==> src/rtl/delay_ctrl_pkg.sv <==
// Shared command encoding, hold-FSM state type and saturating step helper
// for the multi-channel delay controller.
package delay_ctrl_pkg;

  localparam logic [1:0] CMD_NONE   = 2'b00;
  localparam logic [1:0] CMD_INC    = 2'b01;
  localparam logic [1:0] CMD_DEC    = 2'b10;
  localparam logic [1:0] CMD_PRESET = 2'b11;

  typedef enum logic [1:0] {
    HOLD_IDLE,
    HOLD_FIRST,
    HOLD_REPEAT
  } hold_state_e;

  // Arithmetic is done in 64 bits so neither direction can wrap; the upper
  // limit is additionally clamped to what a WIDTH-bit level can hold.
  function automatic int unsigned sat_step(
    input int unsigned level,
    input logic        inc,
    input int unsigned width,
    input int unsigned step,
    input int unsigned min_lvl,
    input int unsigned max_lvl
  );
    longint unsigned top;
    longint unsigned lvl;
    longint unsigned stp;
    longint unsigned lo;
    lvl = 64'(level);
    stp = 64'(step);
    lo  = 64'(min_lvl);
    top = (64'd1 << width) - 64'd1;
    if (64'(max_lvl) < top) top = 64'(max_lvl);
    if (inc) begin
      if (lvl + stp > top) return 32'(top);
      return 32'(lvl + stp);
    end
    if (lvl < lo + stp) return min_lvl;
    return 32'(lvl - stp);
  endfunction

endpackage

==> src/rtl/delay_ctrl_multi_hold_repeat.sv <==
// Press/hold detector: one-cycle act strobe on every new command and on
// auto-repeat ticks while an INC/DEC command is held.
//
// state       | meaning
// HOLD_IDLE   | no repeating command (released, preset, or repeat disabled)
// HOLD_FIRST  | waiting out the initial repeat delay
// HOLD_REPEAT | repeating every REPEAT_RATE cycles
module hold_repeat
  import delay_ctrl_pkg::*;
#(
  parameter int REPEAT_DELAY = 8,
  parameter int REPEAT_RATE  = 4
) (
  input  logic       clk,
  input  logic       reset_n,
  input  logic [1:0] cmd,
  output logic       act,
  output logic [1:0] act_cmd
);

  localparam int CNT_MAX = (REPEAT_DELAY > REPEAT_RATE) ? REPEAT_DELAY : REPEAT_RATE;
  localparam int CNT_W   = $clog2(CNT_MAX + 1);
  // Counter is loaded with N-1 so the terminal count (zero) lands exactly
  // N cycles after the action that loaded it.
  localparam logic [CNT_W-1:0] DELAY_LOAD = CNT_W'((REPEAT_DELAY > 0) ? REPEAT_DELAY - 1 : 0);
  localparam logic [CNT_W-1:0] RATE_LOAD  = CNT_W'(REPEAT_RATE - 1);

  hold_state_e      state_q, state_d;
  logic [CNT_W-1:0] cnt_q, cnt_d;
  logic [1:0]       prev_q;

  always_ff @(posedge clk or negedge reset_n) begin
    if (!reset_n) begin
      state_q <= HOLD_IDLE;
      cnt_q   <= '0;
      prev_q  <= CMD_NONE;
    end else begin
      state_q <= state_d;
      cnt_q   <= cnt_d;
      prev_q  <= cmd;
    end
  end

  always_comb begin
    state_d = state_q;
    cnt_d   = cnt_q;
    act     = 1'b0;
    if (cmd == CMD_NONE) begin
      state_d = HOLD_IDLE;
    end else if (cmd != prev_q) begin
      act   = 1'b1;
      cnt_d = DELAY_LOAD;
      if ((cmd == CMD_PRESET) || (REPEAT_DELAY == 0)) state_d = HOLD_IDLE;
      else                                            state_d = HOLD_FIRST;
    end else begin
      case (state_q)
        HOLD_FIRST, HOLD_REPEAT: begin
          if (cnt_q == '0) begin
            act     = 1'b1;
            cnt_d   = RATE_LOAD;
            state_d = HOLD_REPEAT;
          end else begin
            cnt_d = cnt_q - CNT_W'(1);
          end
        end
        default: ;
      endcase
    end
  end

  assign act_cmd = cmd;

endmodule

==> src/rtl/delay_ctrl_multi.sv <==
// Multi-channel saturating level controller driven by a shared
// faster/slower button pair with hold-to-repeat and both-buttons preset.
module delay_ctrl_multi
  import delay_ctrl_pkg::*;
#(
  parameter int WIDTH        = 4,
  parameter int NCH          = 2,
  parameter int SEL_W        = 1,
  parameter int MIN          = 1,
  parameter int MAX          = 15,
  parameter int INIT         = 8,
  parameter int STEP         = 1,
  parameter int REPEAT_DELAY = 8,
  parameter int REPEAT_RATE  = 4
) (
  input  logic               clk,
  input  logic               reset_n,
  input  logic               faster,
  input  logic               slower,
  input  logic [SEL_W-1:0]   sel,
  output logic [NCH*WIDTH-1:0] delay,
  output logic [NCH-1:0]     at_min,
  output logic [NCH-1:0]     at_max,
  output logic               changed
);

  localparam logic [WIDTH-1:0] INIT_L = WIDTH'(INIT);
  localparam logic [WIDTH-1:0] MIN_L  = WIDTH'(MIN);
  localparam logic [WIDTH-1:0] MAX_L  = WIDTH'(MAX);

  logic [1:0]       cmd;
  logic             act;
  logic [1:0]       act_cmd;
  logic [WIDTH-1:0] level_q [NCH];
  logic [WIDTH-1:0] level_d [NCH];
  logic             changed_d;

  assign cmd = {faster, slower};

  hold_repeat #(
    .REPEAT_DELAY (REPEAT_DELAY),
    .REPEAT_RATE  (REPEAT_RATE)
  ) u_hold (
    .clk     (clk),
    .reset_n (reset_n),
    .cmd     (cmd),
    .act     (act),
    .act_cmd (act_cmd)
  );

  // An out-of-range sel matches no channel, so the action is simply dropped.
  always_comb begin
    changed_d = 1'b0;
    for (int k = 0; k < NCH; k++) begin
      level_d[k] = level_q[k];
      if (act && (int'(sel) == k)) begin
        case (act_cmd)
          CMD_INC: level_d[k] = WIDTH'(sat_step(32'(level_q[k]), 1'b1, WIDTH, STEP, MIN, MAX));
          CMD_DEC: level_d[k] = WIDTH'(sat_step(32'(level_q[k]), 1'b0, WIDTH, STEP, MIN, MAX));
          default: level_d[k] = INIT_L;
        endcase
        changed_d = changed_d | (level_d[k] != level_q[k]);
      end
    end
  end

  always_ff @(posedge clk or negedge reset_n) begin
    if (!reset_n) begin
      for (int k = 0; k < NCH; k++) level_q[k] <= INIT_L;
      changed <= 1'b0;
    end else begin
      for (int k = 0; k < NCH; k++) level_q[k] <= level_d[k];
      changed <= changed_d;
    end
  end

  for (genvar k = 0; k < NCH; k++) begin : g_ch
    assign delay[k*WIDTH +: WIDTH] = level_q[k];
    assign at_min[k] = (level_q[k] == MIN_L);
    assign at_max[k] = (level_q[k] == MAX_L);
  end

endmodule

==> config.mk <==
export PLATFORM = sky130hd
export DESIGN_NAME = delay_ctrl_multi
export DESIGN_NICKNAME = d
export VERILOG_FILES = /design/src/rtl/delay_ctrl_pkg.sv /design/src/rtl/delay_ctrl_multi_hold_repeat.sv /design/src/rtl/delay_ctrl_multi.sv
export SDC_FILE = /design/constraint.sdc
export NUM_CORES = 1
export LEC_CHECK = 0
export ABC_AREA = 1
export ABC_CLOCK_PERIOD_IN_PS = 3400
export CORE_UTILIZATION = 55
export DETAILED_ROUTE_END_ITERATION = 8
export PLACE_DENSITY = 0.79
export SLEW_MARGIN = 30
export SYNTH_ARGS = -nofsm -noshare
export SYNTH_HDL_FRONTEND = slang
export SYNTH_SLANG_ARGS = --single-unit
==> constraint.sdc <==
create_clock -name clk -period 3.4 [get_ports clk]
set_input_delay 1.02 -clock clk [delete_from_list [all_inputs] [get_ports clk]]
set_output_delay 1.02 -clock clk [all_outputs]
set_load 0.01 [all_outputs]
==> results.py <==
metrics = {
    "yosys": {
        "yosysWarnings": 0,
        "syn_avg_cell_area_um2": 7.00,
        "ys_types": 30,
        "netlist_area_um2": 1410,
        "synth_cells": 202,
        "synth-seq-cells": 17,
        "syn_nets": 220,
        "synth-seq-area-share_pct": 30.3,
    },
    "cts": {
        "clk_latency_ns": 0.28,
        "post_cts_resize_count": 0,
        "htree_levels": 1,
        "cts_hold_buffers": 0,
        "path_clk_slew_ns": 0.09,
        "cts_tree": "yes",
        "clock-sinks": 17,
        "cts_root_buf": "clkbuf_4",
        "cts_buffer_depth": 2,
        "cts_buffers": 3,
        "cts_post_setup_buffers_inserted": 0,
    },
    "sta": {
        "setup_tns_ns": 0,
        "finalHoldViolCount": 0,
        "setup_violations": 0,
        "fmax_ghz": 0.348,
        "max_slew_margin_pct": 50.3,
        "fin_skew_ns": 0.000945,
        "min_period_ns": 2.87,
        "rsz0062_at_grt": "false",
        "setup_ws_ns": 0.527,
        "hold_ws_ns": 0.572,
        "period_share_pct": 84.5,
        "slew_viol_final": 0,
        "worst_pin_slew_ns": 0.743,
    },
    "global_route": {
        "grt_pass1_wl_um": 4860,
        "busiest_layer": "met2",
        "grt_usage_pct": 23.3,
        "grt_pass1_vias": 1137,
        "grt_max_degree": 18,
        "met3_usage_pct": 1.74,
        "use_met2_pct": 41.8,
        "overflow": 0,
        "antenna_found_initial": 0,
        "met1_usage_pct": 30.0,
    },
    "setup_path": {
        "r2r_cells": 14,
        "r2r-start": "delay[5]",
        "crit_arrival_ns": 1.85,
        "critPathKind": "reg -> out",
        "startpoint_type": "flip-flop",
        "path_max_fanout": 10,
        "reg2reg_to": "changed",
        "end_kind": "output port",
        "worst_ep_required_time_ns": 2.38,
        "ff2ff_setup_slack_ns": 1.47,
    },
    "hold_path": {
        "hold_class": "reg -> reg",
        "worstHoldPathCells": 2,
        "hp-start": "u_hold.cnt_q[2]",
        "hold_end": "u_hold.cnt_q[2]",
    },
    "floorplan": {
        "dieWidth_um": 52.7,
        "core_um2": 2450,
        "dieHeight_um": 52.7,
        "die-area_um2": 2780,
        "fp-row-count": 18,
        "pin_count": 18,
        "start_util_pct": 57.6,
    },
    "route": {
        "num_vias": 1307,
        "drt_iter0_markers": 30,
        "post_drt_wl_per_cell_um": 12.0,
        "drt-total-wl_um": 2990,
        "viasPerCell": 5.25,
        "drt_pass1_iterations": 6,
        "drc": 2,
        "ant_nets": 0,
    },
    "power": {
        "power_leakage_nw": 0.783,
        "p_comb_share_pct": 42.3,
        "p_seq_share_pct": 42.0,
        "netSwitchingFraction_pct": 39.9,
        "power.internal_mw": 0.399,
        "ir_worst_vdd_uv": 238,
        "p_per_area_nw_per_um2": 412,
        "total_power_mw": 0.664,
        "p_sw_mw": 0.265,
        "clkPwrFrac_pct": 15.6,
    },
    "placed_design": {
        "dpl_worst_slack_ns": 0.420,
        "io_buffers": 17,
        "gp_congestion": 0.900,
        "dp_hpwl_um": 2290,
    },
    "finish": {
        "areaGrowthSynthToFinish_pct": 14.1,
        "fin_util_pct": 65.7,
        "antenna_cells": 0,
        "drive_gt1_share_pct": 11.9,
        "fin_nets": 238,
    },
    "run_status": {
        "outcome": "finished, violations left",
        "violations": "DRC",
    },
    "job": {
        "maxCapViolations": 0,
    },
}
==> power groups by stage <==
| stage | clock, mW | sequential (mW) | combinational (mW) |
|---|---|---|---|
| final | 0.104 | 0.279 | 0.281 |
| after global routing | 0.119 | 0.284 | 0.318 |
| after CTS | 0.107 | 0.278 | 0.282 |
| after detailed placement | 0 | 0.281 | 0.281 |
| after global placement | 0 | 0.280 | 0.271 |
| after floorplan | 0 | 0.274 | 0.196 |
==> cells in the final DEF, fill, tap and decap left out, types with 3 or more instances in the layout <==
| master | count |
|---|---|
| xnor2_1 | 4 |
| inv_1 | 17 |
| nor2_1 | 7 |
| o21ai_1 | 16 |
| dfrtp_1 | 15 |
| nand3_1 | 17 |
| ha_1 | 13 |
| nand4_1 | 4 |
| a21oi_1 | 4 |
| inv_2 | 9 |
| clkbuf_4 | 3 |
| clkdlybuf4s50_1 | 17 |
| nand2_2 | 5 |
| nand2_1 | 66 |
==> cell families (layout without fill, tap and decap cells) <==
| group | count (synthesis) | in the layout | synth area share [%] |
|---|---|---|---|
| buffers and inverters | 30 | 47 | 9.38 |
| and+or+nand+nor | 109 | 109 | 34.8 |
| DFF | 17 | 17 | 30.3 |
| adders and majority gates | 13 | 13 | 11.5 |
| xor gates and xnor gates | 5 | 5 | 3.10 |
| AOI/OAI and AO/OA | 28 | 28 | 11.0 |
==> critical path: stages (launching register included) <==
cell	delay, ns
dfrtp_1	0.57
ha_1	0.28
nand3_2	0.12
inv_1	0.08
clkdlybuf4s50_1	0.53
==> area by class of cell <==
type	instances	area, um2
well taps	30	37.5
multi-input cells	155	853
fillers	237	842
flip-flops and latches	17	428
clock buffers	4	26.3
inverters	26	97.6
repair buffers	17	170
==> synthesized netlist by cell type <==
library cell / instances / area share, %
o21ai_0: 2 / 0.71
nor2_4: 1 / 0.80
o21ai_2: 1 / 0.62
nand2_1: 66 / 18
inv_2: 9 / 2.4
o21ai_1: 16 / 5.7
nor2_2: 2 / 0.88
o31ai_1: 1 / 0.53
nand3b_1: 1 / 0.53
nand3_1: 17 / 6.0
a31oi_1: 2 / 0.88
a21oi_2: 1 / 0.62
nor3_2: 1 / 0.71
buf_2: 1 / 0.35
buf_4: 1 / 0.53
nor2_1: 7 / 1.9
xor2_1: 1 / 0.62
ha_1: 13 / 12
nand3_2: 1 / 0.71
nand2_2: 5 / 2.2
dfrtp_1: 15 / 27
nor3_1: 2 / 0.71
o211ai_1: 1 / 0.53
dfstp_2: 2 / 3.7
nand4_1: 4 / 1.8
nor3b_1: 2 / 1.1
inv_1: 17 / 4.5
buf_6: 2 / 1.6
a21oi_1: 4 / 1.4
xnor2_1: 4 / 2.5
==> how the worst max path moves through the flow <==
stage	startpoint	end	slack [ns]	cells after the start
6_report	delay[5]	at_max[1]	0.53	4
5_1_grt	delay[5]	at_max[1]	0.39	4
2_1_floorplan	faster	changed	1.22	10
3_5_place_dp	slower	changed	0.42	10
4_1_cts	delay[4]	at_max[1]	0.52	4
3_3_place_gp	faster	changed	0.52	10
==> stage by stage <==
stage,instance area (um2),instances
finish,1610,249
global route,1610,249
CTS,1610,249
detailed placement,1590,245
global placement,1590,245
floorplan,1410,202
==> registers in the layout (all words and copies together), names as in the netlist <==
signal          flops
u_hold.prev_q       2
changed             1
u_hold.cnt_q        4
u_hold.state_q      2
delay               8
==> layer usage <==
metal  wire, um  part of all wire, %  up-vias
met5          0                    0        -
met4          0                    0        0
met3        102                  3.4        0
met2       1530                   51       29
met1       1360                   45      595
li1           -                    -      683
No activity file was read; power rests on OpenSTA's default activity.
